--- src/rtl/pipeline_hazard_ctrl.sv ---
// Hazard controller for a five-stage pipeline. It detects load-use hazards,
// applies branch/jump flushes and freezes the pipe on slow data memory.
// Memory waits are bounded: a wait that runs too long locks the block in
// ERROR until reset.

module pipeline_hazard_ctrl (
  input  logic        clk,
  input  logic        reset,
  input  logic [4:0]  rs_ID,
  input  logic [4:0]  rt_ID,
  input  logic        use_rs_ID,
  input  logic        use_rt_ID,
  input  logic        MemRead_ID_EX,
  input  logic [4:0]  wr_reg_ID_EX,
  input  logic        jump_ID,
  input  logic        branch_taken_EX,
  input  logic        mem_req_MEM,
  input  logic        mem_ready,
  output logic        PC_write,
  output logic        IF_ID_write,
  output logic        ID_EX_write,
  output logic        EX_MEM_write,
  output logic        IF_ID_flush,
  output logic        ID_EX_flush,
  output logic        MEM_WB_bubble,
  output logic [1:0]  state,
  output logic        mem_timeout,
  output logic [15:0] stall_cnt,
  output logic [15:0] flush_cnt
);

  typedef enum logic [1:0] {
    ST_RUN      = 2'b00,
    ST_MEM_WAIT = 2'b01,
    ST_ERROR    = 2'b10,
    ST_ILLEGAL  = 2'b11
  } state_e;

  // A wait whose incremented count reaches 255 gives up, so the pipe is
  // frozen for 255 cycles in total (the RUN cycle plus 254 MEM_WAIT cycles).
  localparam logic [7:0] WAIT_LAST = 8'd254;

  state_e      state_q, state_d;
  logic [7:0]  wait_cnt_q, wait_cnt_d;
  logic        mem_timeout_q, mem_timeout_d;
  logic [15:0] stall_cnt_q, stall_cnt_d;
  logic [15:0] flush_cnt_q, flush_cnt_d;

  logic load_use;
  logic mem_stall;
  logic freeze;
  logic lu_stall;

  // Hazard detection: r0 is hard-wired zero, so a load into it never blocks.
  always_comb begin
    load_use = MemRead_ID_EX && (wr_reg_ID_EX != 5'd0) &&
               ((use_rs_ID && (rs_ID == wr_reg_ID_EX)) ||
                (use_rt_ID && (rt_ID == wr_reg_ID_EX)));
    mem_stall = mem_req_MEM && !mem_ready;
  end

  // Pipeline control: freeze beats branch flush beats load-use beats jump.
  always_comb begin
    // NOTE: every output gets a default first so no path leaves a latch.
    PC_write      = 1'b1;
    IF_ID_write   = 1'b1;
    ID_EX_write   = 1'b1;
    EX_MEM_write  = 1'b1;
    IF_ID_flush   = 1'b0;
    ID_EX_flush   = 1'b0;
    MEM_WB_bubble = 1'b0;
    lu_stall      = 1'b0;

    unique case (state_q)
      ST_RUN:      freeze = mem_stall;
      ST_MEM_WAIT: freeze = !mem_ready;
      default:     freeze = 1'b1;  // ERROR and the illegal encoding
    endcase

    if (freeze) begin
      PC_write      = 1'b0;
      IF_ID_write   = 1'b0;
      ID_EX_write   = 1'b0;
      EX_MEM_write  = 1'b0;
      MEM_WB_bubble = 1'b1;
    end else if (branch_taken_EX) begin
      IF_ID_flush = 1'b1;
      ID_EX_flush = 1'b1;
    end else if (load_use) begin
      // Hold PC and IF/ID, insert one bubble into EX; the jump in ID is
      // retried next cycle, so its flush is suppressed here.
      PC_write    = 1'b0;
      IF_ID_write = 1'b0;
      ID_EX_flush = 1'b1;
      lu_stall    = 1'b1;
    end else if (jump_ID) begin
      IF_ID_flush = 1'b1;
    end
  end

  // Next-state logic for the memory-wait FSM and the performance counters.
  always_comb begin
    state_d       = state_q;
    wait_cnt_d    = wait_cnt_q;
    mem_timeout_d = mem_timeout_q;

    unique case (state_q)
      ST_RUN: begin
        if (mem_stall) begin
          state_d    = ST_MEM_WAIT;
          wait_cnt_d = 8'd1;
        end
      end
      ST_MEM_WAIT: begin
        if (mem_ready) begin
          state_d    = ST_RUN;
          wait_cnt_d = 8'd0;
        end else begin
          wait_cnt_d = wait_cnt_q + 8'd1;
          if (wait_cnt_q == WAIT_LAST) begin
            state_d       = ST_ERROR;
            mem_timeout_d = 1'b1;
          end
        end
      end
      default: state_d = ST_ERROR;  // ERROR is terminal; 11 collapses into it
    endcase

    stall_cnt_d = stall_cnt_q;
    if ((freeze || lu_stall) && (stall_cnt_q != 16'hFFFF))
      stall_cnt_d = stall_cnt_q + 16'd1;

    flush_cnt_d = flush_cnt_q;
    if (IF_ID_flush && (flush_cnt_q != 16'hFFFF))
      flush_cnt_d = flush_cnt_q + 16'd1;
  end

  // State, wait counter and performance counter registers.
  always_ff @(posedge clk or negedge reset) begin
    // NOTE: sequential state uses non-blocking assignments so every flop
    // samples its pre-edge inputs regardless of statement order.
    if (!reset) begin
      state_q       <= ST_RUN;
      wait_cnt_q    <= 8'd0;
      mem_timeout_q <= 1'b0;
      stall_cnt_q   <= 16'd0;
      flush_cnt_q   <= 16'd0;
    end else begin
      state_q       <= state_d;
      wait_cnt_q    <= wait_cnt_d;
      mem_timeout_q <= mem_timeout_d;
      stall_cnt_q   <= stall_cnt_d;
      flush_cnt_q   <= flush_cnt_d;
    end
  end

  assign state       = state_q;
  assign mem_timeout = mem_timeout_q;
  assign stall_cnt   = stall_cnt_q;
  assign flush_cnt   = flush_cnt_q;

endmodule

--- config.mk ---
export PLATFORM = sky130hd
export DESIGN_NAME = pipeline_hazard_ctrl
export DESIGN_NICKNAME = d
export VERILOG_FILES = /design/src/rtl/pipeline_hazard_ctrl.sv
export SDC_FILE = /design/constraint.sdc
export NUM_CORES = 1
export LEC_CHECK = 0
export CORE_MARGIN = 4
export CORE_UTILIZATION = 45
export DETAILED_ROUTE_END_ITERATION = 7
export GPL_ROUTABILITY_DRIVEN = 0
export HOLD_SLACK_MARGIN = 0.02
export PLACE_DENSITY_LB_ADDON = 0.15
export SETUP_SLACK_MARGIN = 0.5
export SLEW_MARGIN = 30
export SYNTH_ARGS = -nofsm -noshare
export SYNTH_HDL_FRONTEND = slang
export SYNTH_SLANG_ARGS = --single-unit
--- constraint.sdc ---
create_clock -name clk -period 3.75 [get_ports clk]
set_clock_uncertainty 0.05 [all_clocks]
set_input_delay 0.375 -clock clk [delete_from_list [all_inputs] [get_ports clk]]
set_output_delay 0.375 -clock clk [all_outputs]
set_load 0.01 [all_outputs]
==> results of run 1 <==
layer usage:
metal	vias to the layer above	wire [µm]	GRT usage (%)	part of all wire, %
met1	907	2380	23.8	47
met2	50	2420	29.6	47
met4	0	42	4.81	0.82
li1	940	-	-	-
met3	4	258	4.31	5.1
met5	-	0	0	0
state kept, by name (all words and copies together) (netlist names):
signal and flops:
state 2, stall_cnt 16, wait_cnt_q 8, mem_timeout 1, flush_cnt 16
power by group through the flow:
stage / clock [mW] / sequential (mW) / combinational [mW]
6_report: 0.365 / 0.650 / 0.406
4_1_cts: 0.377 / 0.649 / 0.412
3_3_place_gp: 0 / 0.653 / 0.402
5_1_grt: 0.398 / 0.663 / 0.447
3_5_place_dp: 0 / 0.655 / 0.407
2_1_floorplan: 0 / 0.668 / 0.165
metrics by stage:
step	utilization (%)	power, mW	instance area (µm²)	hold slack [ps]
after CTS	64.5	1.44	3090	432
after global placement	61.9	1.06	2960	408
after floorplan	-	0.833	2260	29.4
after global routing	64.5	1.51	3090	458
after detailed placement	62.0	1.06	2970	358
final	64.5	1.42	3090	430
area by class of cell:
type	instances	area, µm²	area share [%]
multi-input combinational	174	1130	36.5
sequential	43	1080	34.8
timing repair buffer	67	666	21.5
tap	67	83.8	2.71
clock buffer	5	68.8	2.23
clock inverter	3	43.8	1.42
inverter	6	22.5	0.729
Yosys cell counts:
cell | number | area [µm²]
sky130_fd_sc_hd__o21ba_2 | 1 | 10.0
sky130_fd_sc_hd__a21o_2 | 1 | 8.76
sky130_fd_sc_hd__a31oi_1 | 2 | 12.5
sky130_fd_sc_hd__and4_1 | 2 | 17.5
sky130_fd_sc_hd__xnor2_1 | 38 | 333
sky130_fd_sc_hd__nand2_1 | 19 | 71.3
sky130_fd_sc_hd__ha_1 | 4 | 50.1
sky130_fd_sc_hd__o32ai_1 | 1 | 8.76
sky130_fd_sc_hd__dfrtp_1 | 43 | 1080
sky130_fd_sc_hd__clkbuf_1 | 1 | 3.75
sky130_fd_sc_hd__or4_1 | 1 | 7.51
sky130_fd_sc_hd__inv_1 | 6 | 22.5
sky130_fd_sc_hd__a211oi_2 | 1 | 12.5
sky130_fd_sc_hd__mux2_2 | 2 | 22.5
sky130_fd_sc_hd__buf_4 | 3 | 22.5
sky130_fd_sc_hd__a21oi_1 | 4 | 20.0
sky130_fd_sc_hd__nor2_1 | 16 | 60.1
sky130_fd_sc_hd__o21ai_0 | 15 | 75.1
sky130_fd_sc_hd__o21ai_2 | 1 | 8.76
sky130_fd_sc_hd__nor3_1 | 2 | 10.0
sky130_fd_sc_hd__a21o_1 | 2 | 15.0
sky130_fd_sc_hd__xor2_1 | 2 | 17.5
sky130_fd_sc_hd__nand2b_1 | 2 | 12.5
sky130_fd_sc_hd__o21bai_1 | 2 | 15.0
sky130_fd_sc_hd__nor4_1 | 1 | 6.26
sky130_fd_sc_hd__nand4_1 | 16 | 100
sky130_fd_sc_hd__buf_6 | 1 | 11.3
sky130_fd_sc_hd__o31ai_1 | 4 | 30.0
sky130_fd_sc_hd__a311oi_1 | 1 | 8.76
sky130_fd_sc_hd__nor3b_1 | 1 | 7.51
sky130_fd_sc_hd__and3_1 | 9 | 56.3
sky130_fd_sc_hd__nand3_1 | 15 | 75.1
sky130_fd_sc_hd__and2_1 | 2 | 12.5
sky130_fd_sc_hd__nor2b_1 | 2 | 12.5
sky130_fd_sc_hd__o22ai_1 | 1 | 6.26
sky130_fd_sc_hd__or2_2 | 4 | 25.0
how the worst max path moves through the flow:
| stage | depth (start not counted) | endpoint | slack [ps] |
|---|---|---|---|
| final | 7 | IF_ID_flush | 660 |
| after global routing | 7 | IF_ID_flush | 520 |
| after CTS | 7 | IF_ID_flush | 670 |
| after detailed placement | 7 | IF_ID_flush | 670 |
| after global placement | 7 | IF_ID_flush | 710 |
| after floorplan | 5 | IF_ID_flush | 1690 |
logic make-up (layout without fill, tap and decap cells):
logic type,Yosys count,count (layout)
buffers and inverters,11,81
multiplexers,2,2
XOR/XNOR,40,40
adder cells (fa/ha/maj),4,4
AND/OR/NAND/NOR,92,92
AO/OA/AOI/OAI,36,36
flip-flops,43,43
timing repair:
item                                   in CTS  in global routing
buffers inserted                            0                  0
endpoints found under the hold margin       3                  0
hold buffers                                1                  0
==> results.txt, run 1 <==
----------------------------------------------------
[Setup path]
  Capturing element type of the critical path ... primary output
  Register-to-register path setup slack ... around 1600 ps
  Number of buffers and inverters on the critical path ... 3
  Capturing point of the worst reg2reg path ... stall_cnt[1]
  Top cell by count, worst path ... sky130_fd_sc_hd__clkdlybuf4s50_1
  Arrival time at the worst endpoint ... 2660 ps
  Cell-by-cell trace of the critical path ... clkdlybuf4s50_1 -> or4_1 -> o21ai_2 -> inv_1 -> a21oi_1 -> or2_2 -> clkdlybuf4s50_1
  Slowest stage cell, crit path ... sky130_fd_sc_hd__or4_1
  Dominant delay contributor by cell family on the critical path ... buffers and inverters
  Worst setup startpoint ... wr_reg_ID_EX[1]
  Maximum fanout count along the critical path ... 6
  Delay of the slowest cell on the worst path ... around 560 ps
  Category of the most critical setup path ... in2out
  Origin of the critical flop-to-flop path ... stall_cnt[0]
  Worst setup SP type ... input pin
  CP Data Required Time ... 3320 ps
  Count of cells along the worst register-to-register path ... 6

[Placement]
  Count of input and output buffers ... 65
  Post-placement worst setup slack ... 665 ps
  Dpl hpwl ... between 3 and 4 mm
  Post-placement cell count ... around 360

[Routing]
  Total wire length ... 5.11 mm
  Count of antenna-violating nets left after detailed routing ... 0
  Post-detailed-route via-to-cell ratio ... around 5.2
  DRC violation count after routing ... 0
  Count of vias placed by the detailed router ... approximately 1.9k
  Number of violations reported at the end of detailed-routing iteration 0 ... 66
  Number of detailed-route iterations in the first pass ... 4
  Average wire length per cell after detail routing ... about 14 µm

[CTS]
  Clock tree buffer depth ... 2
  TritonCTS sink count ... 43
  Number of gates resized after cts ... 0
  Clock tree from TritonCTS ... yes
  Clock tree root driver cell ... sky130_fd_sc_hd__clkbuf_8
  Cts bufs inserted ... 5
  Clk Latency, worst-skew pair ... approximately 300 ps
  Clock-pin slew on the worst setup and hold paths ... roughly 90 ps
  Htree depth ... 2

[Timing]
  Final worst path period need ... between 3000 and 4000 ps
  Final count of negative-setup-slack endpoints ... 0
  RSZ-0062 raised after global routing ... no
  Max Fclk ... approximately 0.32 GHz
  Setup slack after layout ... ~660 ps
  Final Max Slew Viols ... 0
  Worst-Margin Slew ... approximately 740 ps
  Worst max-slew margin expressed relative to the limit ... 50.7%
  Final Hold Viols ... 0
  Share of the clock period used by the worst path ... approximately 82%
  Setup TNS ... 0 ps

[Worst hold path]
  Worst min-delay path class ... reg2reg
  WHS Path Cells ... 1
  Sink of the worst hold path ... wait_cnt_q[6]
  Launch instance of the worst min-delay path ... wait_cnt_q[6]

[Global route]
  Number of antenna violations at the first check in global routing ... 0
  GRT Resource Usage Total ... roughly 18%
  Number of global-route vias before repair ... around 1.9k
  Wire length of the first global-routing pass ... between 8 and 9 mm
  Total global routing overflow ... 0
  Pin count of the biggest net entering global routing ... 44

[Synth]
  Sequential cell area fraction in the yosys report ... a little under half
  Average cell area after synthesis ... 9.93 µm²
  Area fraction in and, or, nand and nor cells after synthesis ... around a fifth
  Synthesized flop and latch total ... between 40 and 50
  Synthesized area ... between 2000 and 2500 µm²
  Xor-xnor portion of the synthesized cell area ... between 10% and 20%
  Area fraction in compound gates after synthesis ... slightly above 10%
  Post-synthesis mux area share ... less than 1%
  Gate count after technology mapping ... between 200 and 250
  Number of distinct standard cells referenced by the synthesized netlist ... 36
  Post-Synth Adder-Cell Area ... under 10%
  Warnings from Yosys ... 0
  Largest family of logic cells by synthesized area ... simple AND/OR/NAND/NOR gates
  Synthesized netlist net count ... ~260

[Die]
  Die width ... a little under 80 µm
  Effective utilization at floorplan ... around 47%
  Die height ... approximately 79 µm
  Full die area ... 6230 µm²
  Core outline area ... 4790 µm²
  # IOs ... 66
  Number of placement rows ... 25

[Final layout]
  Top library cells by usage in the layout, fill and taps aside ... sky130_fd_sc_hd__clkdlybuf4s50_1 (64), sky130_fd_sc_hd__dfrtp_1 (43), sky130_fd_sc_hd__xnor2_1 (38)
  Filler cells ... 407
  Area added between synthesis and finish ... 36.4%
  Fraction of final layout cells sized beyond drive strength 1 ... under 10%
  Nets@finish ... about 330
  Layout Cells excl Fill ... roughly 370
  Most common cell after layout, fill and taps aside ... sky130_fd_sc_hd__clkdlybuf4s50_1
  Antenna fix cells ... 0

[Power]
  Reported leakage power ... 1.26 nW
  Net switching component of the power ... about 440 µW
  Cell Pwr Density ... 460 nW/µm²
  Portion of total power attributed to the clock network ... approximately 26%
  Worst vdd ir ... ~460 µV
  Part of the power in combinational logic ... between 20% and 30%
  Share of total power consumed by net switching ... a little under a third
  Cell internal power dissipation ... a little under 1 mW
  Proportion of power drawn by flip-flops and latches ... 45.8%

[Run status]
  Run status ... finished, final reports clean

[Flow run]
  Maximum Capacitance Violations ... 0

----------------------------------------------------
Power figures use the tool's default switching activity.
==> inputs of run 2 (changes only) <==
Settings changed: CORE_UTILIZATION 45 to 43.
Clock period 3.75 ns to 2.62 ns, I/O delays scaled along.
==> results.txt, run 2 (same netlist as run 1, synthesis figures left out) <==
----------------------------------------------------
[Global route]
  GRT Resource Usage Total ... 17.5%
  Number of global-route vias before repair ... between 1.5k and 2k
  Wire length of the first global-routing pass ... roughly 8.9 mm
  Number of antenna violations at the first check in global routing ... 0
  Total global routing overflow ... 0
  Pin count of the biggest net entering global routing ... 44

[Routing]
  Average wire length per cell after detail routing ... between 10 and 15 µm
  Number of violations reported at the end of detailed-routing iteration 0 ... just over 60
  Total wire length ... 5.26 mm
  Number of detailed-route iterations in the first pass ... 4
  DRC violation count after routing ... 0
  Count of vias placed by the detailed router ... between 1.5k and 2k
  Count of antenna-violating nets left after detailed routing ... 0
  Post-detailed-route via-to-cell ratio ... a little over 5

[Die]
  Number of placement rows ... 26
  Effective utilization at floorplan ... between 40% and 50%
  Full die area ... between 6000 and 7000 µm²
  Core outline area ... around 5000 µm²
  Die width ... approximately 81 µm
  Die height ... between 80 and 90 µm
  # IOs ... 66

[Setup path]
  Count of cells along the worst register-to-register path ... 6
  Worst setup startpoint ... wr_reg_ID_EX[3]
  Delay of the slowest cell on the worst path ... around 530 ps
  Category of the most critical setup path ... in2out
  Capturing element type of the critical path ... primary output
  Maximum fanout count along the critical path ... 2
  Cell-by-cell trace of the critical path ... dlygate4sd2_1 -> or4_4 -> o21ai_2 -> buf_4 -> inv_1 -> a21oi_2 -> or2_4 -> buf_6
  Slowest stage cell, crit path ... sky130_fd_sc_hd__or4_4
  Origin of the critical flop-to-flop path ... flush_cnt[8]
  Arrival time at the worst endpoint ... 1740 ps
  CP Data Required Time ... approximately 2300 ps
  Register-to-register path setup slack ... around 630 ps
  Worst setup SP type ... input pin
  Capturing point of the worst reg2reg path ... flush_cnt[1]

[Placement]
  Count of input and output buffers ... 65
  Post-placement cell count ... around 370
  Dpl hpwl ... 3.77 mm

[Power]
  Net switching component of the power ... 625 µW
  Portion of total power attributed to the clock network ... 23.7%
  Reported leakage power ... between 1 and 1.5 nW
  Worst vdd ir ... 440 µV
  Proportion of power drawn by flip-flops and latches ... a little under half
  Cell Pwr Density ... 622 nW/µm²
  Cell internal power dissipation ... between 1 and 1.5 mW
  Share of total power consumed by net switching ... between 30% and 40%
  Part of the power in combinational logic ... between 30% and 40%

[Timing]
  Worst max-slew margin expressed relative to the limit ... about 64%
  RSZ-0062 raised after global routing ... no
  Final count of negative-setup-slack endpoints ... 0
  Share of the clock period used by the worst path ... 78.3%
  Final worst path period need ... 2050 ps
  Worst-Margin Slew ... 547 ps
  Final Max Slew Viols ... 0
  Final Hold Viols ... 0
  Setup TNS ... 0 ps
  Max Fclk ... ~0.49 GHz

[Worst hold path]
  WHS Path Cells ... 1
  Worst min-delay path class ... reg2reg
  Launch instance of the worst min-delay path ... wait_cnt_q[5]
  Sink of the worst hold path ... wait_cnt_q[5]

[CTS]
  Cts bufs inserted ... 5
  Clk Latency, worst-skew pair ... 300 ps
  Clock tree root driver cell ... sky130_fd_sc_hd__clkbuf_8
  Htree depth ... 2
  Clock-pin slew on the worst setup and hold paths ... roughly 80 ps
  Clock tree buffer depth ... 2
  TritonCTS sink count ... 43
  Clock tree from TritonCTS ... yes

[Flow run]
  Maximum Capacitance Violations ... 0

[Final layout]
  Antenna fix cells ... 0
  Top library cells by usage in the layout, fill and taps aside ... sky130_fd_sc_hd__clkdlybuf4s50_1 (55), sky130_fd_sc_hd__dfrtp_1 (42), sky130_fd_sc_hd__xnor2_1 (38)
  Most common cell after layout, fill and taps aside ... sky130_fd_sc_hd__clkdlybuf4s50_1
  Nets@finish ... 339
  Fraction of final layout cells sized beyond drive strength 1 ... 14.1%
  Post-layout utilization of the core ... between 60% and 70%
  Layout Cells excl Fill ... 382
  Area added between synthesis and finish ... 41.5%

[Run status]
  Run status ... finished, final reports clean

----------------------------------------------------
## run 2: cell types whose count changed in the layout (fill, tap and decap cells not counted), sizes merged
cell	change
a21o	+1
bufinv	-1
clkbuf	+2
dlygate4sd2	+4
dlymetal6s2s	+1
clkdlybuf4s50	-9
buf	+17
clkinvlp	+1
clkinv	-2
## run 2: per-layer routing
metal | GRT usage (%) | wire length, µm
met5 | 0 | 0
met4 | 5.07 | 62
met3 | 3.70 | 212
met2 | 29.9 | 2590
met1 | 22.1 | 2390
## run 2: layout make-up
cell class	count	area (µm²)
fill	456	1900
multi-input combinational	175	1160
sequential	43	1080
timing repair buffer	80	751
clock buffer	7	96.3
tap	70	87.6
inverter	6	22.5
clock inverter	1	7.51
## run 2: stage by stage
| stage | area (µm²) | setup WS [ps] | hold WS [ps] | power (mW) |
|---|---|---|---|---|
| floorplan | 2260 | 596 | -83.6 | 1.19 |
| CTS | 3160 | 502 | 89.6 | 2.01 |
| finish | 3210 | 568 | 418 | 1.99 |
| global placement | 3040 | 11.5 | 406 | 1.52 |
| detailed placement | 3040 | -1.09 | 412 | 1.53 |
| global route | 3210 | 485 | 450 | 2.12 |
## run 2: worst max-delay path by stage
stage                   end
2_1_floorplan  stall_cnt[3]
3_3_place_gp    IF_ID_flush
3_5_place_dp    IF_ID_flush
4_1_cts            PC_write
5_1_grt         ID_EX_write
6_report        IF_ID_flush
## run 2: critical path, delay by kind of cell
kind                   cells  cell delay [ps]
buffers and inverters      4              530
AOI/OAI and AO/OA          2              290
and+or+nand+nor            2              660
## run 2: timing repair
item / CTS / global route
gates cloned: 0 / 1
hold buffers: 0 / 1
setup endpoints to repair: 17 / 19
pin swaps: 4 / 1
buffers inserted: 3 / 0
resized for setup: 26 / 5
endpoints found under the hold margin: 0 / 43
## run 2: power by group through the flow
| stage | logic, mW | registers (mW) | clock network [mW] |
|---|---|---|---|
| final | 0.597 | 0.923 | 0.472 |
| after floorplan | 0.236 | 0.956 | 0 |
| after global placement | 0.586 | 0.932 | 0 |
| after CTS | 0.599 | 0.924 | 0.488 |
| after global routing | 0.655 | 0.952 | 0.511 |
| after detailed placement | 0.594 | 0.937 | 0 |
==> inputs of run 3 (changes only) <==
Clock period 2.62 ns to 1.8 ns, I/O delays scaled along.
==> results.txt, run 3 (same netlist as run 1, synthesis figures left out) <==
----------------------------------------------------
[Setup path]
  Worst setup SP type ... input pin
  CP Data Required Time ... approximately 2000 ps
  Dominant delay contributor by cell family on the critical path ... simple AND/OR/NAND/NOR gates
  Delay of the slowest cell on the worst path ... around 540 ps
  Capturing element type of the critical path ... flip-flop
  Cell-by-cell trace of the critical path ... buf_6 -> or4_4 -> o21ai_4 -> nor2_2 -> buf_4 -> a211oi_4 -> buf_4 -> nand2b_1 -> xnor2_1
  Number of buffers and inverters on the critical path ... 3
  Category of the most critical setup path ... in2reg
  Register-to-register path setup slack ... -50 ps
  Top cell by count, worst path ... sky130_fd_sc_hd__buf_4
  Slowest stage cell, crit path ... sky130_fd_sc_hd__or4_4
  Maximum fanout count along the critical path ... 5
  Arrival time at the worst endpoint ... roughly 2000 ps

[CTS]
  Clock tree root driver cell ... sky130_fd_sc_hd__clkbuf_8
  TritonCTS sink count ... 43
  Clk Latency, worst-skew pair ... ~310 ps
  Cts bufs inserted ... 5
  Clock-pin slew on the worst setup and hold paths ... around 100 ps
  Htree depth ... 2
  Clock tree buffer depth ... 2
  Clock tree from TritonCTS ... yes

[Die]
  # IOs ... 66
  Core outline area ... slightly above 5000 µm²
  Full die area ... approximately 6500 µm²
  Die height ... between 80 and 90 µm
  Die width ... ~81 µm
  Effective utilization at floorplan ... between 40% and 50%
  Number of placement rows ... 26

[Timing]
  Final worst path period need ... 1880 ps
  Final count of negative-setup-slack endpoints ... 4
  RSZ-0062 raised after global routing ... yes
  Max Fclk ... roughly 0.53 GHz
  Worst Hold Slack ... around 320 ps
  Final Max Slew Viols ... 0
  Setup TNS ... -146 ps
  Setup slack after layout ... -77.1 ps
  Worst max-slew margin expressed relative to the limit ... between 60% and 70%
  Share of the clock period used by the worst path ... 104%
  Final Hold Viols ... 0
  Worst-Margin Slew ... around 530 ps

[Run status]
  Failing checks ... negative setup slack
  Run status ... finished with violations

[Placement]
  Post-placement cell count ... between 400 and 500
  Dpl hpwl ... around 4.4 mm
  Count of input and output buffers ... 65

[Global route]
  Wire length of the first global-routing pass ... approximately 12 mm
  Number of global-route vias before repair ... about 2.4k
  Pin count of the biggest net entering global routing ... 23
  GRT Resource Usage Total ... a little under a quarter
  Number of antenna violations at the first check in global routing ... 0
  Total global routing overflow ... 0

[Routing]
  DRC violation count after routing ... 0
  Count of antenna-violating nets left after detailed routing ... 0
  Number of violations reported at the end of detailed-routing iteration 0 ... approximately 130
  Total wire length ... just under 9 mm
  Count of vias placed by the detailed router ... approximately 2.5k
  Post-detailed-route via-to-cell ratio ... roughly 5.4
  Number of detailed-route iterations in the first pass ... 4
  Average wire length per cell after detail routing ... about 19 µm

[Final layout]
  Multi-input gate area ... roughly 1700 µm²
  Area added between synthesis and finish ... 95.0%
  Nets@finish ... roughly 420
  Top library cells by usage in the layout, fill and taps aside ... sky130_fd_sc_hd__buf_6 (60), sky130_fd_sc_hd__buf_4 (53), sky130_fd_sc_hd__dfrtp_1 (33)
  Layout Cells excl Fill ... 465
  Antenna fix cells ... 0
  Seq. cell area ... roughly 1100 µm²
  Fraction of final layout cells sized beyond drive strength 1 ... between 60% and 70%
  Filler cells ... roughly 240
  Most common cell after layout, fill and taps aside ... sky130_fd_sc_hd__buf_6

[Power]
  Cell Pwr Density ... 855 nW/µm²
  Worst vdd ir ... about 840 µV
  Reported leakage power ... around 2.0 nW

[Worst hold path]
  Worst min-delay path class ... in2async

[Flow run]
  Maximum Capacitance Violations ... 0

----------------------------------------------------
-- run 3: changes by cell type in the layout (fill, tap and decap cells not counted), sizes merged --
cell / delta
bufinv: +1
dlymetal6s2s: +2
clkdlybuf4s15: +7
dlygate4sd2: +3
buf: +108
clkdlybuf4s50: -51
clkinvlp: -1
clkinv: +2
clkbuf: +12
-- run 3: power by group --
| part | switching (mW) | internal, mW | leakage (nW) |
|---|---|---|---|
| sequential | 0.165 | 1.14 | 0.559 |
| clock | 0.379 | 0.414 | 0.0581 |
| combinational | 0.736 | 0.948 | 1.41 |
-- run 3: repair_timing --
item	4_1_cts	5_1_grt
setup buffers	20	19
endpoints found under the hold margin	21	0
pin swaps	46	35
hold buffers	1	0
setup endpoints to repair	80	77
gates cloned	2	0
gates resized for setup	231	120
-- run 3: path summary, 6_finish.rpt --
check                                startpoint            end  cells past startpoint
min in group clk                    mem_req_MEM  wait_cnt_q[0]                      3
worst min register to register    wait_cnt_q[7]  wait_cnt_q[7]                      1
worst max register to register    flush_cnt[14]   flush_cnt[4]                      7
worst max-delay path            wr_reg_ID_EX[3]   flush_cnt[4]                      9
worst min-delay path                      reset  wait_cnt_q[5]                      2
max in group asynchronous                 reset   stall_cnt[1]                      3
-- run 3: through the flow --
| stage | worst slack [ps] | power [mW] | utilization, % | area, µm² |
|---|---|---|---|---|
| detailed placement | -702 | 2.52 | 68.2 | 3480 |
| finish | -77.1 | 3.78 | 86.5 | 4420 |
| CTS | 28.3 | 3.43 | 78.5 | 4010 |
| global placement | -696 | 2.49 | 68.2 | 3480 |
| floorplan | 8.67 | 1.79 | - | 2350 |
| global route | -135 | 3.95 | 86.5 | 4420 |
-- run 3: area by class of cell --
type                    count  area share, %
flip-flops and latches     43           24.7
repair buffers            163           32.8
well taps                  70           1.98
multi-input cells         175           37.5
clock buffers               5           1.56
clock inverters             3          0.992
inverters                   6          0.510
-- run 3: per-layer routing --
layer / share of wire (%) / wire, µm / up-vias / track usage (%)
li1: - / - / 1143 / -
met1: 37 / 3310 / 1273 / 27.5
met2: 56 / 5010 / 87 / 43.5
met3: 4.3 / 385 / 17 / 5.04
met4: 2.0 / 176 / 0 / 5.74
met5: 0 / 0 / - / 0
